<file path="config.mk">
export PLATFORM = sky130hd
export DESIGN_NAME = ps2_keyboard_rx
export DESIGN_NICKNAME = d
export VERILOG_FILES = /design/src/rtl/ps2_pkg.sv /design/src/rtl/ps2_evt_fifo.sv /design/src/rtl/ps2_keyboard_rx.sv
export SDC_FILE = /design/constraint.sdc
export NUM_CORES = 1
export LEC_CHECK = 0
export BUFFER_PORTS_ARGS = -buffer_cell sky130_fd_sc_hd__buf_2
export CAP_MARGIN = 25
export CORE_AREA = 2 2 116 106
export DETAILED_ROUTE_END_ITERATION = 10
export DIE_AREA = 0 0 118 108
export PLACE_DENSITY = 0.75
export SLEW_MARGIN = 20
export SYNTH_ARGS = -nofsm -noshare
export SYNTH_HDL_FRONTEND = slang
export SYNTH_HIERARCHICAL = 1
export SYNTH_SLANG_ARGS = --single-unit
</file>
<file path="constraint.sdc">
create_clock -name clk -period 5.9 [get_ports clk]
set_clock_uncertainty 0.05 [all_clocks]
set_input_delay 0.885 -clock clk [delete_from_list [all_inputs] [get_ports clk]]
set_output_delay 0.885 -clock clk [all_outputs]
set_load 0.01 [all_outputs]
</file>
<file path="src/rtl/ps2_pkg.sv">
// Shared types and constants for the PS/2 keyboard receiver.
// Holds scan-code prefixes, decoder states and the key-event layout.
package ps2_pkg;

   localparam logic [7:0] PS2_EXT = 8'hE0;
   localparam logic [7:0] PS2_BRK = 8'hF0;

   typedef enum logic [1:0] {
      ST_IDLE    = 2'd0,
      ST_EXT     = 2'd1,
      ST_BRK     = 2'd2,
      ST_EXT_BRK = 2'd3
   } ps2_state_e;

   typedef struct packed {
      logic       ext;
      logic       brk;
      logic [7:0] code;
   } ps2_evt_t;

   localparam int EVT_W = $bits(ps2_evt_t);

endpackage

</file>
<file path="src/rtl/ps2_evt_fifo.sv">
// Key-event FIFO with zero-latency head output.
// A write while full is taken only when a pop frees a slot.
module ps2_evt_fifo #(
   parameter int DEPTH = 8,
   parameter int WIDTH = 10
) (
   input  logic                     clk,
   input  logic                     rst,
   input  logic                     wr_en,
   input  logic [WIDTH-1:0]         wr_data,
   input  logic                     rd_en,
   output logic [WIDTH-1:0]         rd_data,
   output logic                     empty,
   output logic                     full,
   output logic [$clog2(DEPTH):0]   count
);

   localparam int AW = $clog2(DEPTH);

   logic [WIDTH-1:0] mem [DEPTH];
   logic [AW-1:0]    wr_ptr;
   logic [AW-1:0]    rd_ptr;
   logic             do_rd;
   logic             do_wr;

   assign empty   = (count == '0);
   assign full    = (count == (AW+1)'(DEPTH));
   assign do_rd   = rd_en & ~empty;
   assign do_wr   = wr_en & (~full | do_rd);
   assign rd_data = mem[rd_ptr];

   always_ff @(posedge clk) begin
      if (rst) begin
         wr_ptr <= '0;
         rd_ptr <= '0;
         count  <= '0;
      end else begin
         if (do_wr) wr_ptr <= wr_ptr + 1'b1;
         if (do_rd) rd_ptr <= rd_ptr + 1'b1;
         count <= count + {{AW{1'b0}}, do_wr}
                        - {{AW{1'b0}}, do_rd};
      end
   end

   // Storage is not reset; pointers define what is valid.
   always_ff @(posedge clk) begin
      if (do_wr) mem[wr_ptr] <= wr_data;
   end

endmodule

</file>
<file path="src/rtl/ps2_keyboard_rx.sv">
// PS/2 keyboard receiver: line sync, 11-bit frame capture,
// E0/F0 prefix decoding and a queue of decoded key events.
module ps2_keyboard_rx
   import ps2_pkg::*;
#(
   parameter int FIFO_DEPTH  = 8,
   parameter int SYNC_STAGES = 3,
   parameter int TIMEOUT_CYC = 50000
) (
   input  logic                          clk,
   input  logic                          rst,
   input  logic                          ps2_clk,
   input  logic                          ps2_data,
   input  logic                          rd_en,
   input  logic                          err_clr,
   output logic                          evt_valid,
   output logic [7:0]                    evt_code,
   output logic                          evt_ext,
   output logic                          evt_brk,
   output logic [$clog2(FIFO_DEPTH):0]   evt_count,
   output logic                          overflow,
   output logic                          frame_err
);

   localparam int TW = $clog2(TIMEOUT_CYC + 1);

   logic [SYNC_STAGES-1:0] clk_sync;
   logic [SYNC_STAGES-1:0] data_sync;
   logic                   clk_prev;
   logic                   strobe;
   logic                   data_s;

   // Idle level is high, so reset to 1 avoids a false edge.
   always_ff @(posedge clk) begin
      if (rst) begin
         clk_sync  <= '1;
         data_sync <= '1;
         clk_prev  <= 1'b1;
      end else begin
         clk_sync  <= {clk_sync[SYNC_STAGES-2:0], ps2_clk};
         data_sync <= {data_sync[SYNC_STAGES-2:0], ps2_data};
         clk_prev  <= clk_sync[SYNC_STAGES-1];
      end
   end

   assign strobe = clk_prev & ~clk_sync[SYNC_STAGES-1];
   assign data_s = data_sync[SYNC_STAGES-1];

   logic [9:0]    shreg;
   logic [10:0]   frame;
   logic [3:0]    bit_cnt;
   logic [TW-1:0] to_cnt;
   logic          last_bit;
   logic          frame_good;
   logic          frame_ok;
   logic          frame_bad;
   logic          timeout;
   logic [7:0]    rx_byte;

   assign frame      = {data_s, shreg};
   assign last_bit   = strobe && (bit_cnt == 4'd10);
   assign frame_good = ~frame[0] & frame[10] & (^frame[9:1]);
   assign frame_ok   = last_bit & frame_good;
   assign frame_bad  = last_bit & ~frame_good;
   assign rx_byte    = frame[8:1];
   assign timeout    = ~strobe && (bit_cnt != 4'd0)
                    && (to_cnt == TW'(TIMEOUT_CYC - 1));

   always_ff @(posedge clk) begin
      if (rst) begin
         shreg   <= '1;
         bit_cnt <= '0;
         to_cnt  <= '0;
      end else if (strobe) begin
         shreg   <= {data_s, shreg[9:1]};
         bit_cnt <= last_bit ? 4'd0 : bit_cnt + 4'd1;
         to_cnt  <= '0;
      end else if (timeout) begin
         bit_cnt <= '0;
         to_cnt  <= '0;
      end else if (bit_cnt != 4'd0) begin
         to_cnt  <= to_cnt + 1'b1;
      end else begin
         to_cnt  <= '0;
      end
   end

   ps2_state_e state;
   ps2_state_e state_nxt;
   ps2_evt_t   evt;
   logic       push;

   always_comb begin
      state_nxt = state;
      push      = 1'b0;
      evt       = '0;
      if (frame_ok) begin
         if (rx_byte == PS2_EXT) begin
            if (state == ST_IDLE) state_nxt = ST_EXT;
         end else if (rx_byte == PS2_BRK) begin
            unique case (state)
               ST_IDLE:    state_nxt = ST_BRK;
               ST_EXT:     state_nxt = ST_EXT_BRK;
               ST_BRK:     state_nxt = ST_BRK;
               ST_EXT_BRK: state_nxt = ST_EXT_BRK;
            endcase
         end else begin
            push      = 1'b1;
            evt.ext   = (state == ST_EXT) || (state == ST_EXT_BRK);
            evt.brk   = (state == ST_BRK) || (state == ST_EXT_BRK);
            evt.code  = rx_byte;
            state_nxt = ST_IDLE;
         end
      end
   end

   always_ff @(posedge clk) begin
      if (rst) state <= ST_IDLE;
      else     state <= state_nxt;
   end

   ps2_evt_t head;
   logic     empty;
   logic     full;
   logic     ovf_set;
   logic     ferr_set;

   ps2_evt_fifo #(
      .DEPTH (FIFO_DEPTH),
      .WIDTH (EVT_W)
   ) u_fifo (
      .clk     (clk),
      .rst     (rst),
      .wr_en   (push),
      .wr_data (evt),
      .rd_en   (rd_en),
      .rd_data (head),
      .empty   (empty),
      .full    (full),
      .count   (evt_count)
   );

   assign evt_valid = ~empty;
   assign evt_code  = head.code;
   assign evt_ext   = head.ext;
   assign evt_brk   = head.brk;

   // A set in the same cycle as err_clr wins.
   assign ovf_set  = push & full & ~(rd_en & ~empty);
   assign ferr_set = frame_bad | timeout;

   always_ff @(posedge clk) begin
      if (rst) begin
         overflow  <= 1'b0;
         frame_err <= 1'b0;
      end else begin
         overflow  <= ovf_set  | (overflow  & ~err_clr);
         frame_err <= ferr_set | (frame_err & ~err_clr);
      end
   end

endmodule

</file>
==> impl_metrics.json <==
{
  "die_x_um": 118,
  "cts_sinks": 134,
  "drt_iter0_drc": 188,
  "post-route-period-util_pct": 58.7,
  "pwr-share-comb_pct": 13.7,
  "vdd_drop_max_v": 0.000210,
  "start_kind": "flip-flop",
  "internal_power_uw": 1800,
  "drive_gt1_share_pct": 22.8,
  "hold_path_end": "data_sync[1]",
  "fp.dieH_um": 108,
  "maxSlewViolCount": 0,
  "clkPwrFrac_pct": 42.4,
  "port_buffers": 22,
  "seq_power_share_pct": 43.9,
  "worst_ep_arrival_time_ps": 3440,
  "cts_setup_buffers": 0,
  "synth_top_area_share_pct": 42.5,
  "cts.path.max_buffers": 2,
  "ys_ff_latch": 134,
  "status": "finished clean",
  "ys_seq_area_share_pct": 61.7,
  "reg2reg_from": "shreg[8]",
  "synthToLayoutAreaGrowth_pct": 15.7,
  "max_stage_delay_ps": 760,
  "grt-ovfl-total": 0,
  "async_flop_share_pct": 0,
  "cts_hold_buf": 0,
  "hold_viol_final": 0,
  "rrSetupSlack_ps": 2440,
  "diodes": 0,
  "fin_total_pwr_uw": 2370,
  "clk_pin_slew_worst_paths_ps": 50,
  "grt_pass1_vias": 3473,
  "drt-pass1-iter-count": 4,
  "drt-total-wl_um": 10200,
  "r2r_end": "u_fifo/mem[4][5]",
  "grt_setup_unrepaired": "no",
  "cp.buffers_inverters": 0,
  "grt_usage_pct": 17.8,
  "fin_nets": 470,
  "fmax_mhz": 289,
  "dp_worst_setup_slack_ps": 2420,
  "path_cells": "ha_1, xnor3_1, xnor2_1, and4_1, nand2b_1, nor3_2",
  "layout_common_cells": "edfxtp_1 (80), dfxtp_1 (54), nand2_1 (30), nor2_1 (24), buf_2 (23)",
  "hp-start": "data_sync[0]",
  "core_sq_um": 11400,
  "cts_tree": "done",
  "grt_antenna_before_repair": 0,
  "drcViolationCount": 0,
  "setup_tns_ps": 0,
  "fin_crit_ps": 3460,
  "grt_max_degree": 34,
  "synthDistinctLibCells": 53,
  "synth-edff-count": 80,
  "fin_ws_ps": 2440,
  "num_rows": 37,
  "max_slew.worst_pin.slew_ps": 974,
  "dp_hpwl_um": 6600,
  "mostFrequentLayoutCell": "edfxtp_1",
  "synth_area_leader_cell": "edfxtp_1",
  "crit_path_end_kind": "flip-flop",
  "syn_inst": 416,
  "cellLeakagePower_uw": 0.00236,
  "start_util_pct": 49.4,
  "syn_avg_cell_area_sq_um": 13.6,
  "clock_latency_ps": 410,
  "wire_per_inst_um": 16.5,
  "path_class": "flip-flop to flip-flop",
  "hp-class": "flip-flop to flip-flop",
  "avgViaCountPerCell": 5.41,
  "ff2ff_path_depth": 6,
  "worstPathMaxFanout": 26,
  "switching_share_pct": 24.2,
  "synth.net_count": 439,
  "num_vias": 3331,
  "drv_cap": 0,
  "grt_first_pass_wirelength_um": 17200,
  "synth_warnings": 6,
  "ctsResizeCount": 0,
  "clock-root-buffer": "clkbuf_16",
  "pin_count": 23,
  "setup_viol": 0,
  "htreeDepth": 4,
  "ys_top_cells_by_area": "edfxtp_1 (43%), dfxtp_1 (19%), mux4_2 (8.0%), ha_1 (3.5%), mux2_2 (2.4%)",
  "die_area_sq_um": 12700,
  "ys.flop_type": "edfxtp_1",
  "antenna_left": 0,
  "p_sw_uw": 573,
  "critical-path-top-delay-family": "simple AND/OR/NAND/NOR gates",
  "fin_area_sq_um": 6540,
  "syn_area_sq_um": 5650,
  "finish.utilization_pct": 57.2,
  "crit_slowest_cell": "nor3_2",
  "cts_buffers": 17,
  "required_ps": 5880,
  "postPlaceCellArea_sq_um": 5960,
  "gp_congestion": 0.797,
  "worstHoldPathCells": 1,
  "powerDensity_nw_per_um2": 363,
  "timing.slew.headroom_pct": 35.0
}
-- cells in the mapped netlist (all sizes together), types with 2 or more instances --
library cell and n:
nand3 11, and3 2, a41oi 3, xor2 5
nor4 5, nor3b 4, nor3 11, or4 2
nor2b 6, xnor2 11, edfxtp 80, buf 8
nand2b 7, nand4 6, mux2 12, nor2 24
and2 11, and4 3, clkbuf 9, o21ai 4
dfxtp 54, or4b 3, or3 4, o211ai 9
mux4 20, ha 16, mux2i 2, inv 19
nand2 31, or2 7, a21oi 8
-- flip-flops by register name (all words and copies together), names as in the netlist, named ones only --
name,count
bit_cnt,4
clk_prev,1
clk_sync,3
data_sync,3
frame_err,1
overflow,1
shreg,10
state,2
to_cnt,16
u_fifo/count,4
u_fifo/mem,80
u_fifo/rd_ptr,3
u_fifo/wr_ptr,3
-- power by group through the flow --
stage	combinational [uW]	clock, uW	sequential (uW)
after detailed placement	327	0	1060
final	324	1010	1040
after global routing	366	1060	1050
after floorplan	250	0	1050
after global placement	317	0	1060
after CTS	328	1030	1040
-- metrics by stage --
step                      instances  hold slack (ps)
final                           616              358
after global routing            616              370
after CTS                       616              359
after detailed placement        584              346
after global placement          583              343
after floorplan                 416              339
-- layout make-up --
class,instances,area (sq um)
Clock buffer,21,482
Clock inverter,11,97.6
Fill cell,952,4900
Inverter,19,71.3
Multi-Input combinational cell,246,2050
Sequential cell,134,3480
Tap cell,156,195
Timing Repair Buffer,29,160
-- metal layers --
layer | global-route usage (%) | vias to the layer above | routed length [um]
met3 | 4.38 | 7 | 327
met5 | 0 | - | 0
met1 | 22.4 | 1651 | 4800
met2 | 29.5 | 58 | 4930
met4 | 8.26 | 0 | 91
li1 | - | 1615 | -
-- how the worst max path moves through the flow --
| stage | depth (start not counted) | startpoint | endpoint |
|---|---|---|---|
| final | 6 | shreg[8] | u_fifo/mem[4][5] |
| after global routing | 5 | clk_prev | u_fifo/mem[1][0] |
| after floorplan | 8 | shreg[7] | u_fifo/mem[1][0] |
| after detailed placement | 6 | shreg[8] | u_fifo/mem[1][2] |
| after CTS | 6 | shreg[8] | u_fifo/mem[4][7] |
| after global placement | 6 | shreg[7] | u_fifo/mem[1][6] |
-- kinds of logic (layout without fill, tap and decap cells) --
| group | count (synthesis) | in the layout | share of synthesized area (%) |
|---|---|---|---|
| adders and majority gates | 17 | 17 | 3.90 |
| AOI/OAI and AO/OA | 33 | 33 | 4.25 |
| buffers and inverters | 36 | 80 | 2.57 |
| DFF | 134 | 134 | 61.7 |
| muxes | 34 | 34 | 10.7 |
| and+or+nand+nor | 145 | 145 | 14.0 |
| xor gates and xnor gates | 17 | 17 | 2.88 |
No activity file was read; power rests on OpenSTA's default activity.
